## src/rtl/apex7_pkg.sv

```systemverilog
// Shared types and constants for the apex7 stimulus stages.
package apex7_pkg;

    localparam int unsigned NUM_CAT = 6;
    localparam int unsigned IDX_W   = 3;

    localparam logic [2:0] IBT_IDLE = 3'b000;
    localparam logic [2:0] IBT_BASE = 3'd2;

    typedef enum logic [2:0] {
        StIdle,
        StClear,
        StGuard,
        StScan,
        StDone
    } state_e;

endpackage

```

## src/rtl/apex7_dwell_cnt.sv

```systemverilog
// Loadable dwell counter: counts 0..DWELL-1 while enabled and flags the last cycle.
module apex7_dwell_cnt #(
    parameter int unsigned DWELL   = 2,
    parameter int unsigned DWELL_W = 4
) (
    input  logic clk_i,
    input  logic rst_ni,
    input  logic load_i,
    input  logic en_i,
    output logic last_o
);

    // A dwell of 0 is treated as a single-cycle dwell.
    localparam int unsigned DwellEff = (DWELL == 0) ? 1 : DWELL;
    localparam logic [DWELL_W-1:0] LastVal = DWELL_W'(DwellEff - 1);

    logic [DWELL_W-1:0] cnt_q, cnt_d;

    assign last_o = (cnt_q == LastVal);

    always_comb begin
        cnt_d = cnt_q;
        if (load_i) begin
            cnt_d = '0;
        end else if (en_i) begin
            cnt_d = last_o ? '0 : cnt_q + DWELL_W'(1);
        end
    end

    always_ff @(posedge clk_i or negedge rst_ni) begin
        if (!rst_ni) begin
            cnt_q <= '0;
        end else begin
            cnt_q <= cnt_d;
        end
    end

endmodule

```

## src/rtl/apex7_ibt_scanner.sv

```systemverilog
// Drives CAT/IBT/WATCH into the apex7 controller, samples ORWD_F per CAT position
// and returns the response mask plus a mismatch flag.
module apex7_ibt_scanner
    import apex7_pkg::*;
#(
    parameter int unsigned DWELL   = 2,
    parameter int unsigned DWELL_W = 4
) (
    input  logic               CLK,
    input  logic               RST_N,
    input  logic               CMD_VALID,
    output logic               CMD_READY,
    input  logic [NUM_CAT-1:0] CMD_CAT,
    output logic [NUM_CAT-1:0] CAT,
    output logic [2:0]         IBT,
    output logic               ICLR,
    output logic               WATCH,
    input  logic               ORWD_F,
    output logic               RES_VALID,
    input  logic               RES_READY,
    output logic [NUM_CAT-1:0] RES_MASK,
    output logic               RES_ERR
);

    localparam logic [IDX_W-1:0] LastIdx = IDX_W'(NUM_CAT - 1);

    state_e             state_q, state_d;
    logic [IDX_W-1:0]   k_q, k_d;
    logic [NUM_CAT-1:0] cat_q, cat_d;
    logic [NUM_CAT-1:0] mask_q, mask_d;
    logic [2:0]         ibt_q, ibt_d;
    logic               iclr_q, iclr_d;
    logic               watch_q, watch_d;
    logic               ready_q, ready_d;
    logic               valid_q, valid_d;
    logic               err_q, err_d;
    logic               dwell_last;

    apex7_dwell_cnt #(
        .DWELL   (DWELL),
        .DWELL_W (DWELL_W)
    ) u_dwell_cnt (
        .clk_i  (CLK),
        .rst_ni (RST_N),
        .load_i (state_q == StGuard),
        .en_i   (state_q == StScan),
        .last_o (dwell_last)
    );

    always_comb begin
        state_d = state_q;
        k_d     = k_q;
        cat_d   = cat_q;
        mask_d  = mask_q;
        ibt_d   = ibt_q;
        iclr_d  = 1'b0;
        watch_d = watch_q;
        ready_d = ready_q;
        valid_d = valid_q;
        err_d   = err_q;
        unique case (state_q)
            StIdle: begin
                if (CMD_VALID) begin
                    cat_d   = CMD_CAT;
                    mask_d  = '0;
                    err_d   = 1'b0;
                    ready_d = 1'b0;
                    iclr_d  = 1'b1;
                    watch_d = 1'b0;
                    ibt_d   = IBT_IDLE;
                    state_d = StClear;
                end
            end
            StClear: state_d = StGuard;
            StGuard: begin
                // WATCH is low here, so a healthy controller holds ORWD_F high.
                if (!ORWD_F) err_d = 1'b1;
                k_d     = '0;
                ibt_d   = IBT_BASE;
                watch_d = 1'b1;
                state_d = StScan;
            end
            StScan: begin
                if (dwell_last) begin
                    mask_d[k_q] = ORWD_F;
                    if (ORWD_F != cat_q[k_q]) err_d = 1'b1;
                    if (k_q == LastIdx) begin
                        valid_d = 1'b1;
                        watch_d = 1'b0;
                        ibt_d   = IBT_IDLE;
                        state_d = StDone;
                    end else begin
                        k_d   = k_q + IDX_W'(1);
                        ibt_d = IBT_BASE + k_q + 3'd1;
                    end
                end
            end
            StDone: begin
                if (RES_READY) begin
                    valid_d = 1'b0;
                    cat_d   = '0;
                    ready_d = 1'b1;
                    state_d = StIdle;
                end
            end
            default: state_d = StIdle;
        endcase
    end

    always_ff @(posedge CLK or negedge RST_N) begin
        if (!RST_N) begin
            state_q <= StIdle;
            k_q     <= '0;
            cat_q   <= '0;
            mask_q  <= '0;
            ibt_q   <= IBT_IDLE;
            iclr_q  <= 1'b0;
            watch_q <= 1'b0;
            ready_q <= 1'b1;
            valid_q <= 1'b0;
            err_q   <= 1'b0;
        end else begin
            state_q <= state_d;
            k_q     <= k_d;
            cat_q   <= cat_d;
            mask_q  <= mask_d;
            ibt_q   <= ibt_d;
            iclr_q  <= iclr_d;
            watch_q <= watch_d;
            ready_q <= ready_d;
            valid_q <= valid_d;
            err_q   <= err_d;
        end
    end

    assign CMD_READY = ready_q;
    assign CAT       = cat_q;
    assign IBT       = ibt_q;
    assign ICLR      = iclr_q;
    assign WATCH     = watch_q;
    assign RES_VALID = valid_q;
    assign RES_MASK  = mask_q;
    assign RES_ERR   = err_q;

endmodule
```

## config.mk

```make
export PLATFORM = sky130hd
export DESIGN_NAME = apex7_ibt_scanner
export DESIGN_NICKNAME = d
export VERILOG_FILES = /design/src/rtl/apex7_pkg.sv /design/src/rtl/apex7_dwell_cnt.sv /design/src/rtl/apex7_ibt_scanner.sv
export SDC_FILE = /design/constraint.sdc
export NUM_CORES = 1
export LEC_CHECK = 0
export BUFFER_PORTS_ARGS = -buffer_cell sky130_fd_sc_hd__clkbuf_2
export CAP_MARGIN = 10
export CELL_PAD_IN_SITES_DETAIL_PLACEMENT = 1
export CELL_PAD_IN_SITES_GLOBAL_PLACEMENT = 2
export CORE_AREA = 2 2 90 66
export CTS_CLUSTER_SIZE = 12
export DETAILED_ROUTE_END_ITERATION = 10
export DIE_AREA = 0 0 92 68
export PLACE_DENSITY_LB_ADDON = 0.1
export SLEW_MARGIN = 20
export SYNTH_ARGS = -nofsm -noshare
export SYNTH_HDL_FRONTEND = slang
export SYNTH_SLANG_ARGS = --single-unit
```

## constraint.sdc

```tcl
create_clock -name CLK -period 1.6 [get_ports CLK]
set_clock_uncertainty 0.2 [all_clocks]
set_input_delay 0.24 -clock CLK [delete_from_list [all_inputs] [get_ports CLK]]
set_output_delay 0.24 -clock CLK [all_outputs]
set_load 0.01 [all_outputs]
```

Word level (Yosys, flattened, before mapping)
Index checks and enable logic that the tools add are counted.

cells by class
  add/subtract/negate cells = 4
  order comparisons = 2
  equal/unequal tests = 14
  multiplexer cells = 42
  reduce and logical (&&, ||, !) cells = 15

operators with widths
  operator                                                               count
  3-bit 2-to-1 mux                                                       9
  6-bit 2-to-1 mux                                                       4
  6-bit case mux with 2 select lines                                     2
  3-bit case mux with 5 select lines                                     1
  1-bit 2-to-1 mux                                                       14
  2-bit inequality test, second input constant                           7
  4-bit 2-to-1 mux                                                       3
  3-bit AND reduction                                                    4
  4-bit AND reduction                                                    3
  3-bit case mux with 3 select lines                                     1
  2-bit nonzero test                                                     4
  3-bit by 1-bit adder with 3-bit output, second input constant          2
  6-bit bitwise mux                                                      1
  3-bit by 2-bit equality test with 1-bit output, second input constant  2
  3-bit equality test, second input constant                             2
  1-bit case mux with 3 select lines                                     2
  3-bit case mux with 2 select lines                                     1
  5-bit AND reduction                                                    1
  4-bit by 1-bit adder with 4-bit output, second input constant          1
  4-bit by 1-bit equality test with 1-bit output, second input constant  1
  3-bit by 4-bit < comparator with 1-bit output, second input constant   1
  1-bit case mux with 2 select lines                                     2
  2-bit by 3-bit adder with 3-bit output, first input constant           1
  1-bit binary-select mux with 3-bit select                              1
  7 further kinds                                                        7

storage, ports and cells
  flip-flop bits (word level) = 30
  input bits = 11
  output and inout bits = 20
  logic and storage cells = 88

Depth between registers and ports, before layout
Gate-level depths: netlist (run 1).

  depth after elaboration = 7
  mapped depth = 7
  depth with buffers taken out = 7

By module
From an unflattened synthesis (run 1), not the netlist that was laid out.

unflattened totals
  cells, all modules = 169
  area, all modules = 1627.8 µm²

by module, submodules not included
  module             instances  cells an instance  area each (µm²)  seq. area each (µm²)
  apex7_ibt_scanner  1          149                1398.8           651.9
  apex7_dwell_cnt    1          20                 229.0            100.1

Worst setup path before layout (run 1)
OpenSTA, ideal clock, no wires.

  path type = reg2reg
  start point = register u_dwell_cnt.cnt_q[1]
  end point = register mask_q[0] (netlist: RES_MASK[0])
  setup time = 0.128 ns
  arrival time = 1.401 ns
  required time = 1.272 ns
  slack = -0.129 ns
  cell stages (with the launch flop) = 8
  path buffers = 0
  period minus slack after synthesis = 1.729 ns
  cells stage by stage = dfrtp_1 -> inv_1 -> ha_1 -> nor3b_4 -> nand3_1 -> a21o_1 -> o21ai_0 -> o31ai_1

on the way
  cells in the longest elaborated chain, start to end = 3

RTL lines
  element                                         RTL line                  source
  start: declaration                              apex7_dwell_cnt.sv:17     logic [DWELL_W-1:0] cnt_q, cnt_d;
  start signal: assignment                        apex7_dwell_cnt.sv:34     cnt_q <= cnt_d;
  4-bit by 1-bit equality test with 1-bit output  apex7_dwell_cnt.sv:19     assign last_o = (cnt_q == LastVal);
  2-bit inequality test (no source line)          --
  3-bit AND reduction (no source line)            --
  end signal: assignment                          apex7_ibt_scanner.sv:126  mask_q <= mask_d;
  end: declaration                                apex7_ibt_scanner.sv:30   logic [NUM_CAT-1:0] mask_q, mask_d;

No other way between the ends.
A chain may end at the register's enable or synchronous reset.

Worst setup path in the final report (run 1)
  start point = register u_dwell_cnt.cnt_q[1]
  end point = register state_q[0]

on the way
  cells in the longest elaborated chain, start to end = 3

RTL lines
  element                                         RTL line                  source
  4-bit by 1-bit equality test with 1-bit output  apex7_dwell_cnt.sv:19
  2-bit inequality test (no source line)          --
  4-bit AND reduction (no source line)            --
  end signal: assignment                          apex7_ibt_scanner.sv:112  state_q <= StIdle;
  end signal: assignment                          apex7_ibt_scanner.sv:123  state_q <= state_d;
  end: declaration                                apex7_ibt_scanner.sv:27   state_e state_q, state_d;

No other way between the ends.

==> key figures, run 1 <==
Run status
  • Outcome: finished, violations left
  • Failing checks: negative setup slack

Drt
  • Initial DRC count: 43
  • Pre-Repair DR Iteration Count: 4
  • Vias/cell: between 4 and 5
  • DR WL/cell: between 15 and 20 um
  • DRC: 0
  • Drt total wl: about 4900 um
  • Vias: roughly 1.6k
  • Post-route ant nets: 0

Placed design
  • DP Wirelength: around 3500 um
  • Post-place setup slack: -0.2552 ns
  • Gpl congestion: ~0.8
  • PortBufs: 30
  • Post-placement cell count: about 300

Synthesis
  • Asr flop ratio synth: 100.0%
  • Mux cell area share after synthesis: 3.443%
  • Cell Area, Synth: between 1500 and 2000 um^2
  • Adder-cell area share of the yosys netlist: between 4 and 5%
  • Top-area cell type share of the netlist area: between 40% and 50%
  • Cells after Synth: 165
  • Synth top area cells: dfrtp_1 (48%), o21ai_0 (8.5%), a21oi_1 (4.3%)
  • Compound-Gate Fraction of Synth Area: around a fifth
  • Seq/Total Area, Yosys: between 40 and 50%
  • Post-Synth XOR/XNOR Area: less than 1%
  • Synth Area in Simple Gates: between 10% and 20%
  • Cell taking the most area after synthesis: dfrtp_1
  • Largest family of logic cells by synthesized area: compound AO/OA/AOI/OAI gates
  • Synthesized area per cell: 9.251 um^2
  • Netlist cell types: 31
  • Yosys warns: 0
  • Synth Flop Type: dfrtp_1
  • Post-synth EDFFs: 0
  • Most frequent cells after synthesis: dfrtp_1 (29), o21ai_0 (26), nand2_1 (16), a21oi_1 (13), nand3_1 (13)
  • Post-Syn Nets: about 180
  • Post-synthesis register bit count: 30
  • Top-count cell post-synth: dfrtp_1

Floorplanning
  • Initial Util: between 20 and 30%
  • Core Rows: 23
  • Die X: between 90 and 100 um
  • Die Y: between 60 and 70 um
  • Die area: about 6300 um^2
  • I/O pins: 31
  • Core area: between 5000 and 6000 um^2

Critical path
  • CP max stage cell: dfrtp_1
  • Critical path buffers and inverters: 3
  • CP max stage delay: approximately 0.4 ns
  • Most common cell on crit path: buf_4
  • Top Family by Delay on Critical Path: simple AND/OR/NAND/NOR gates
  • Max FO, Critical Path: 6
  • Crit Path Class: flop to flop
  • Critical-path cell list: inv_2 > ha_4 > nor3b_4 > buf_4 > nand4_1 > buf_4 > nand2_2 > a21oi_2
  • Worst path required time: approximately 1.6 ns
  • CP Capture Type: flop
  • Critical path launch point type: flop
  • WP data arrival: ~1.8 ns

Timing
  • Max Fclk: 536.2 MHz
  • Slew HR: 71.35%
  • Hold WS: approximately 0.017 ns
  • Period minus WS final: 1.865 ns
  • Setup WS post-layout: -0.2649 ns
  • Slew Limit Fails: 0
  • Tcrit/Tclk final: 116.6%
  • Unrepaired setup endpoints after global routing: true
  • Setup-failing EPs final: 22
  • Final Hold Viols: 0
  • Least-Margin Pin Slew: ~0.43 ns

Min path
  • HP Class: input pin to flop

Final layout
  • Nets: between 200 and 300
  • Proportion of layout cells with a drive suffix above 1: between 40% and 50%
  • Fin util: 44.16%
  • Diodes inserted: 0
  • P&R area growth vs syn: 58.20%
  • Reg area: approximately 750 um^2
  • Final Non-Filler Cells: approximately 320
  • Fill cell count: 649
  • Multi-input logic area: 862.1 um^2

Clock tree
  • Clock Sinks: 30
  • Reg clk slew, reported paths: approximately 0.070 ns
  • Clock insertion delay at the later pin of the skew report: 0.28 ns
  • H-tree lvl count: 2
  • Longest Clk Path Bufs: 2
  • CTS Buf Count: 5
  • Root Driver: clkbuf_8
  • CTS tree: yes

Global route
  • Number of global-route vias before repair: around 1.6k
  • Global-route usage over all layers: between 15 and 20%
  • Global-route wire length before repair: between 7000 and 8000 um
  • Global route total overflow: 0
  • Pin count of the biggest net entering global routing: 17
  • Initial antenna violation count: 0

Job
  • Max Cap Viol: 0

Power
  • Leak: ~0.0011 uW
  • Total Power: about 4500 uW
  • Power Density: 1881 nW/um^2
  • Worst vdd rail ir drop: slightly above 0.5 mV
-- tightest hold or removal path, cell delays in order --
cell	delay, ns
clkbuf_2	0.08
nand3_1	0.06
o21ai_0	0.08
-- cells by family after synthesis --
family                     count (synthesis)
DFF                                       30
xor gates and xnor gates                   1
muxes                                      4
buffers and inverters                     18
adders and majority gates                  5
AOI/OAI and AO/OA                         56
and+or+nand+nor                           51
-- power by group --
group          switching [uW]  internal, uW
clock network             297           347
logic                    1390          1250
registers                 228          1020
total                    1920          2620
-- area by class of cell --
class                      count  share of cell area (%)
multi-input combinational    117                   35.70
sequential                    30                   31.19
timing repair buffer          81                   23.73
tap                           75                   3.886
clock buffer                   7                   3.575
inverter                      11                   1.710
clock inverter                 1                  0.2073
-- flip-flops by register name, summed over array words and instances, names as in the netlist --
| name | cells |
|---|---|
| CAT | 6 |
| CMD_READY | 1 |
| IBT | 3 |
| ICLR | 1 |
| RES_ERR | 1 |
| RES_MASK | 6 |
| RES_VALID | 1 |
| WATCH | 1 |
| k_q | 3 |
| state_q | 3 |
| u_dwell_cnt.cnt_q | 4 |
-- placed cells by master, fill, tap and decap left out, types with 8 or more instances in the layout --
cell and instances:
a21oi_1 11, nor2_1 8, o21ai_0 8, clkbuf_2 29, nand3_1 8, buf_4 41, nand2_1 12, o21ai_2 9
o21ai_1 11, dfrtp_1 28, inv_1 9
-- what timing repair did --
item	CTS	global route
buffers inserted	4	4
gates cloned	0	1
hold buffers	6	1
pin swaps	13	12
resized for setup	23	30
endpoints found under the setup margin	22	24
endpoints found under the hold margin	18	1
-- path summary, 6_finish.rpt --
kind / from / endpoint / slack [ns] / cells after the start
min in group asynchronous: RST_N / RES_VALID$_DFFE_PN0P_ / 0.22 / 2
min: CMD_CAT[5] / CAT[5]$_DFFE_PN0P_ / 0.02 / 3
max reg2reg: u_dwell_cnt.cnt_q[1]$_DFFE_PN0P_ / state_q[0]$_DFFE_PN0P_ / -0.26 / 8
min reg2reg: IBT[2]$_DFFE_PN0P_ / IBT[2]$_DFFE_PN0P_ / 0.28 / 2
max: u_dwell_cnt.cnt_q[1]$_DFFE_PN0P_ / state_q[0]$_DFFE_PN0P_ / -0.26 / 8
max in group asynchronous: RST_N / k_q[2]$_DFFE_PN0P_ / 0.55 / 3
-- through the flow --
stage	instance area (um^2)	setup TNS (ns)
floorplan	1526	-0.6295
global placement	2012	-2.154
detailed placement	2012	-2.905
CTS	2271	-1.798
global route	2415	-5.774
finish	2415	-3.412
-- routing by layer --
layer | vias up | global-route usage [%] | wire [um]
li1 | 744 | - | -
met1 | 778 | 21.22 | 2333
met2 | 26 | 27.67 | 2393
met3 | 7 | 3.855 | 146
met4 | 0 | 6.343 | 59
met5 | - | 0 | 0
Power figures use the tool's default switching activity.
==> run 2, diff against run 1 <==
--- a/config.mk
+++ b/config.mk
@@ -13,7 +13,7 @@
 export CTS_CLUSTER_SIZE = 12
 export DETAILED_ROUTE_END_ITERATION = 10
 export DIE_AREA = 0 0 92 68
-export PLACE_DENSITY_LB_ADDON = 0.1
+export PLACE_DENSITY = 0.83
 export SLEW_MARGIN = 20
 export SYNTH_ARGS = -nofsm -noshare
 export SYNTH_HDL_FRONTEND = slang
==> run 2 against run 1 <==
The flow finishes with violations (negative hold slack, negative setup slack). Cell area is 0.36% higher. Fmax increased by 2.2%. Setup slack better by 0.040 ns. Hold slack worse by 0.021 ns. Die area did not move. Routed wire length grew 5.3%. Critical path type unchanged. Highest routed layer unchanged.
==> key figures, run 2 (synthesis results as in run 1) <==
Drt
  • Vias/cell: between 4 and 5
  • Pre-Repair DR Iteration Count: 4
  • DR WL/cell: between 15 and 20 um
  • Vias: ~1.5k
  • DRC: 0
  • Post-route ant nets: 0
  • Drt total wl: roughly 5200 um
  • Initial DRC count: between 50 and 60

Critical path
  • Critical path launch point type: flop
  • R2R depth: 6
  • Crit Path Class: flop to flop
  • Worst path required time: ~1.6 ns
  • WP data arrival: 1.83 ns
  • Max FO, Critical Path: 8
  • CP Capture Type: flop

Timing
  • Slew HR: between 70 and 80%
  • Final Hold Viols: 1
  • Setup WS post-layout: -0.2251 ns
  • Least-Margin Pin Slew: just over 0.4 ns
  • Hold WS: -0.003855 ns
  • Fin Setup TNS: -2.403 ns
  • Slew Limit Fails: 0
  • Tcrit/Tclk final: 114.1%
  • Period minus WS final: between 1.5 and 2 ns
  • Setup-failing EPs final: 20
  • Max Fclk: 547.9 MHz
  • Unrepaired setup endpoints after global routing: true

Floorplanning
  • I/O pins: 31
  • Initial Util: roughly 28%
  • Die X: 92 um
  • Die Y: between 60 and 70 um
  • Die area: between 6000 and 7000 um^2
  • Core area: 5468 um^2
  • Core Rows: 23

Final layout
  • Proportion of layout cells with a drive suffix above 1: 52.63%
  • Fill cell count: 651
  • Nets: ~260
  • Most frequent cells in the layout: buf_4 (43), clkbuf_2 (29), dfrtp_1 (26)
  • Fin util: between 40 and 50%
  • P&R area growth vs syn: 58.77%
  • Diodes inserted: 0
  • Most common cell after layout, fill and taps aside: buf_4

Placed design
  • DP Wirelength: 3691 um
  • Gpl congestion: a little under 0.8
  • PortBufs: 30

Job
  • Max Cap Viol: 0

Clock tree
  • Root Driver: clkbuf_8
  • Clock Sinks: 30
  • CTS tree: yes
  • H-tree lvl count: 2
  • Longest Clk Path Bufs: 2
  • Clock insertion delay at the later pin of the skew report: between 0.2 and 0.3 ns
  • Reg clk slew, reported paths: 0.07 ns
  • CTS Buf Count: 5

Global route
  • Number of global-route vias before repair: about 1.6k
  • Pin count of the biggest net entering global routing: 18
  • Global route total overflow: 0
  • Global-route usage over all layers: 17.23%
  • Global-route wire length before repair: around 8100 um
  • Initial antenna violation count: 0

Power
  • Leak: 0.001126 uW
  • Total Power: approximately 4600 uW
  • Power Density: 1883 nW/um^2
  • Worst vdd rail ir drop: approximately 0.46 mV

Run status
  • Failing checks: negative hold slack, negative setup slack
  • Outcome: finished, violations left

Min path
  • HP Class: input pin to flop
  • Hold path depth: 3
==> run 2: cell types whose count changed in the layout (fill, tap and decap cells not counted), moves of 2 or more <==
cell	previous run	this run
nand3_2	4	6
o21ai_0	8	6
nand3_1	8	6
dfrtp_1	28	26
buf_4	41	43
dfrtp_2	1	3
==> run 2: critical path: stages (launching register included) <==
cell and delay (ns):
dfrtp_1 0.39, inv_2 0.08, ha_4 0.12, nor3b_4 0.30
and2b_2 0.25, nand3_1 0.19, o31ai_2 0.22
==> run 2: path summary, 6_finish.rpt <==
kind / from / end / slack, ns
worst max-delay path: u_dwell_cnt.cnt_q[1]$_DFFE_PN0P_ / RES_MASK[1]$_DFFE_PN0P_ / -0.23
worst min-delay path: CMD_CAT[5] / CAT[5]$_DFFE_PN0P_ / -0.004
worst max register to register: u_dwell_cnt.cnt_q[1]$_DFFE_PN0P_ / RES_MASK[1]$_DFFE_PN0P_ / -0.23
worst min register to register: IBT[0]$_DFFE_PN0P_ / IBT[0]$_DFFE_PN0P_ / 0.29
max in group asynchronous: RST_N / CMD_READY$_DFFE_PN1P_ / 0.47
min in group asynchronous: RST_N / RES_MASK[5]$_DFFE_PN0P_ / 0.21
==> run 2: final cells by class <==
cell class              instances  area, um^2  share of cell area (%)
flip-flops and latches         30       755.7                   31.18
clock inverters                 2       10.01                  0.4130
inverters                      11       41.29                   1.704
multi-input cells             117       877.1                   36.19
repair buffers                 81       573.1                   23.64
well taps                      75       93.84                   3.872
clock buffers                   6       72.57                   2.994
==> run 2: repair_timing <==
action	CTS	global route
gates cloned	0	1
pin swaps	14	21
gates resized for setup	23	40
hold endpoints to repair	16	2
hold buffers	4	2
setup endpoints to repair	22	28
buffers inserted	2	4
==> run 2: metal layers <==
metal | GRT usage [%] | vias up | share of wire (%)
li1 | - | 745 | -
met1 | 23.26 | 761 | 49
met2 | 28.03 | 40 | 46
met3 | 4.736 | 2 | 3.9
met4 | 3.918 | 0 | 0.35
met5 | 0 | - | 0
==> run 2: through the flow <==
stage	cell area (um^2)	worst slack [ns]	std cells
2_1_floorplan	1526	-0.08938	165
3_3_place_gp	2042	-0.1478	303
3_5_place_dp	2042	-0.2280	303
4_1_cts	2252	-0.1928	317
5_1_grt	2424	-0.2928	322
6_report	2424	-0.2251	322
==> run 2: report_power, final <==
part | leakage, uW | total, uW | switching [uW] | internal (uW)
Combinational | 0.000712 | 2690 | 1420 | 1270
Clock | 0.0000450 | 597 | 296 | 301
Sequential | 0.000369 | 1280 | 252 | 1030
Total | 0.00113 | 4560 | 1970 | 2590
==> run 3, diff against run 2 <==
--- a/config.mk
+++ b/config.mk
@@ -5,14 +5,15 @@
 export SDC_FILE = /design/constraint.sdc
 export NUM_CORES = 1
 export LEC_CHECK = 0
+export ABC_AREA = 1
 export BUFFER_PORTS_ARGS = -buffer_cell sky130_fd_sc_hd__clkbuf_2
 export CAP_MARGIN = 10
 export CELL_PAD_IN_SITES_DETAIL_PLACEMENT = 1
 export CELL_PAD_IN_SITES_GLOBAL_PLACEMENT = 2
-export CORE_AREA = 2 2 90 66
+export CORE_AREA = 2 2 94 69
 export CTS_CLUSTER_SIZE = 12
 export DETAILED_ROUTE_END_ITERATION = 10
-export DIE_AREA = 0 0 92 68
+export DIE_AREA = 0 0 96 71
 export PLACE_DENSITY = 0.83
 export SLEW_MARGIN = 20
 export SYNTH_ARGS = -nofsm -noshare
==> constraint.sdc (replaced) <==
create_clock -name CLK -period 1.6 [get_ports CLK]
set_clock_uncertainty 0.2 [all_clocks]
set_input_delay 0.08 -clock CLK [delete_from_list [all_inputs] [get_ports CLK]]
set_output_delay 0.08 -clock CLK [all_outputs]
set_load 0.01 [all_outputs]
==> run 3 against run 2 <==
The flow finishes with violations (negative setup slack). Sequential power about the same. Fmax is 13% higher. Critical endpoint is now RES_MASK[3]$_DFFE_PN0P_. Largest power group unchanged. Die area up 9.0%. Routed wire length down 4.0%. Combinational power is 22% higher.
==> key figures, run 3 <==
Global route
  • Initial antenna violation count: 0
  • Global-route usage over all layers: between 15 and 20%
  • Pin count of the biggest net entering global routing: 31
  • Global route total overflow: 0
  • Number of global-route vias before repair: ~1.7k
  • Global-route wire length before repair: slightly above 8000 um

Clock tree
  • CTS tree: yes
  • Clock Sinks: 30
  • H-tree lvl count: 2
  • Longest Clk Path Bufs: 2
  • Clock insertion delay at the later pin of the skew report: ~0.28 ns
  • Root Driver: clkbuf_8
  • Reg clk slew, reported paths: about 0.070 ns
  • CTS Buf Count: 5

Final layout
  • Most common cell after layout, fill and taps aside: buf_4
  • P&R area growth vs syn: 54.91%
  • Fin util: about 43%
  • Most frequent cells in the layout: buf_4 (41), nand2_1 (32), clkbuf_2 (30)
  • Diodes inserted: 0
  • Final instance area: 2566 um^2
  • Nets: roughly 300
  • Proportion of layout cells with a drive suffix above 1: 48.58%

Power
  • Leak: ~0.0013 uW
  • Switching Fraction: 44.59%
  • P_sw: approximately 2300 uW
  • Clk network pwr share: 12.2%
  • Power share of the combinational group: 62.7%
  • Power Density: ~2000 nW/um^2
  • Worst vdd rail ir drop: just under 0.7 mV
  • Pint: between 2000 and 3000 uW
  • Flop pwr share: 25.1%

Timing
  • Unrepaired setup endpoints after global routing: true
  • Least-Margin Pin Slew: around 0.4 ns
  • Fin Setup TNS: -0.03367 ns
  • Period minus WS final: approximately 1.6 ns
  • Max Fclk: 618.3 MHz
  • Hold WS: 0.009883 ns
  • Slew HR: 72.61%
  • Final Hold Viols: 0
  • Slew Limit Fails: 0
  • Setup WS post-layout: -0.01739 ns
  • Tcrit/Tclk final: 101.1%
  • Setup-failing EPs final: 4

Placed design
  • PortBufs: 30
  • DP Wirelength: 3400 um
  • Gpl congestion: 0.7726
  • Placed Area: roughly 2100 um^2

Synthesis
  • Yosys warns: 0
  • Top-count cell post-synth: nand2_1
  • Most frequent cells after synthesis: nand2_1 (38), dfrtp_1 (29), inv_1 (22), nand3_1 (18), nor2_1 (15)
  • Synth Flop Type: dfrtp_1
  • Cell Area, Synth: between 1500 and 2000 um^2
  • Post-synth EDFFs: 0
  • Asr flop ratio synth: 100.0%
  • Post-synthesis register bit count: 30
  • Post-Syn Nets: about 210
  • Seq/Total Area, Yosys: a little under half
  • Synthesized area per cell: 8.628 um^2
  • Cell taking the most area after synthesis: dfrtp_1
  • Netlist cell types: 31
  • Synth top area cells: dfrtp_1 (44%), nand2_1 (8.6%), nand3_1 (5.4%)
  • Cells after Synth: between 150 and 200
  • Top-area cell type share of the netlist area: ~44%

Drt
  • Post-route ant nets: 0
  • DR WL/cell: 13.84 um
  • Vias/cell: between 4 and 5
  • Drt total wl: 4983 um
  • DRC: 0
  • Vias: ~1.6k
  • Pre-Repair DR Iteration Count: 4
  • Initial DRC count: between 50 and 60

Critical path
  • Max FO, Critical Path: 6
  • CP max stage cell: dfrtp_1
  • Critical-path cell list: inv_2 > ha_4 > nand3_4 > nand2_4 > nand2_4 > a21oi_4 > o21ai_1 > nand2_1 > nand2_1
  • CP max stage delay: 0.39 ns
  • Worst path required time: 1.58 ns
  • CP Capture Type: flop
  • WP data arrival: 1.59 ns
  • Crit Path Class: flop to flop
  • Critical path launch point type: flop

Min path
  • HP Class: input pin to flop

Run status
  • Failing checks: negative setup slack
  • Outcome: finished, violations left

Floorplanning
  • Die area: between 6000 and 7000 um^2
  • Core Rows: 24
  • Core area: approximately 6000 um^2
  • Die X: between 90 and 100 um
  • Initial Util: 27.72%
  • Die Y: 71 um
  • I/O pins: 31

Job
  • Max Cap Viol: 0
==> run 3: cell count changes after synthesis, moves of 4 or more <==
cell / change
nand2_1: +22
o21ai_0: -18
inv_1: +11
a21oi_1: -8
buf_2: -5
nand2_2: +5
nand3_1: +5
a31oi_1: -4
nand3_2: +4
o21ai_1: +4
==> run 3: per-stage QoR <==
stage | total power, uW | setup WS [ns] | std cells
after global placement | 3799 | -0.05826 | 326
after floorplan | 3287 | 0.004988 | 192
after global routing | 5688 | -0.1280 | 360
after CTS | 4863 | -0.01918 | 353
after detailed placement | 3884 | -0.1279 | 326
final | 5226 | -0.01739 | 360
==> run 3: worst max-delay path: cells and delay by family (launching register included) <==
family                     cells  cell delay [ns]
adders and majority gates      1             0.14
AOI/OAI and AO/OA              2             0.33
and+or+nand+nor                5             0.38
DFF                            1             0.39
buffers and inverters          1             0.08
==> run 3: area by class of cell <==
| type | instances | area, um^2 |
|---|---|---|
| Clock buffer | 8 | 90.09 |
| Fill cell | 723 | 3410 |
| Inverter | 25 | 96.34 |
| Multi-Input combinational cell | 133 | 910.9 |
| Sequential cell | 30 | 755.7 |
| Tap cell | 78 | 97.59 |
| Timing Repair Buffer | 86 | 615.6 |
==> run 3: cell families (layout without fill, tap and decap cells) <==
logic type / after synthesis / after routing / synth area share, %
compound gates: 30 / 31 / 11.86
xor+xnor: 3 / 3 / 1.586
fa+ha+maj: 5 / 5 / 3.776
buf+inv: 30 / 119 / 8.459
flops: 30 / 30 / 45.39
simple gates: 94 / 94 / 28.93
==> run 3: final timing paths <==
path / start / end / slack, ns / depth (start not counted)
max reg2reg: u_dwell_cnt.cnt_q[1]$_DFFE_PN0P_ / RES_MASK[3]$_DFFE_PN0P_ / -0.02 / 9
min in group asynchronous: RST_N / IBT[0]$_DFFE_PN0P_ / 0.15 / 3
max: u_dwell_cnt.cnt_q[1]$_DFFE_PN0P_ / RES_MASK[3]$_DFFE_PN0P_ / -0.02 / 9
max in group asynchronous: RST_N / CMD_READY$_DFFE_PN1P_ / 0.71 / 3
min reg2reg: RES_MASK[0]$_DFFE_PN0P_ / RES_MASK[0]$_DFFE_PN0P_ / 0.27 / 2
min: ORWD_F / RES_ERR$_DFFE_PN0P_ / 0.01 / 5
==> run 3: power groups by stage <==
stage          Sequential [uW]  Combinational, uW  Clock (uW)
3_3_place_gp              1300               2500           0
3_5_place_dp              1300               2580           0
5_1_grt                   1350               3640         700
6_report                  1310               3280         636
4_1_cts                   1290               2910         659
2_1_floorplan             1420               1870           0
==> run 3: repair_timing <==
action	4_1_cts	5_1_grt
endpoints found under the setup margin	16	21
cloned	1	0
gates resized for setup	13	33
pin swaps	4	9
endpoints found under the hold margin	41	0
setup buffers	9	7
hold buffers	9	0
==> run 3: metal layers <==
layer  up-vias  routed length, um  part of all wire, %  GRT usage, %
met5         -                  0                    0             0
met4         0                 49                 0.98         4.286
met3         5                215                  4.3         3.408
met2        37               2210                   44         22.30
met1       781               2508                   50         23.72
li1        809                  -                    -             -
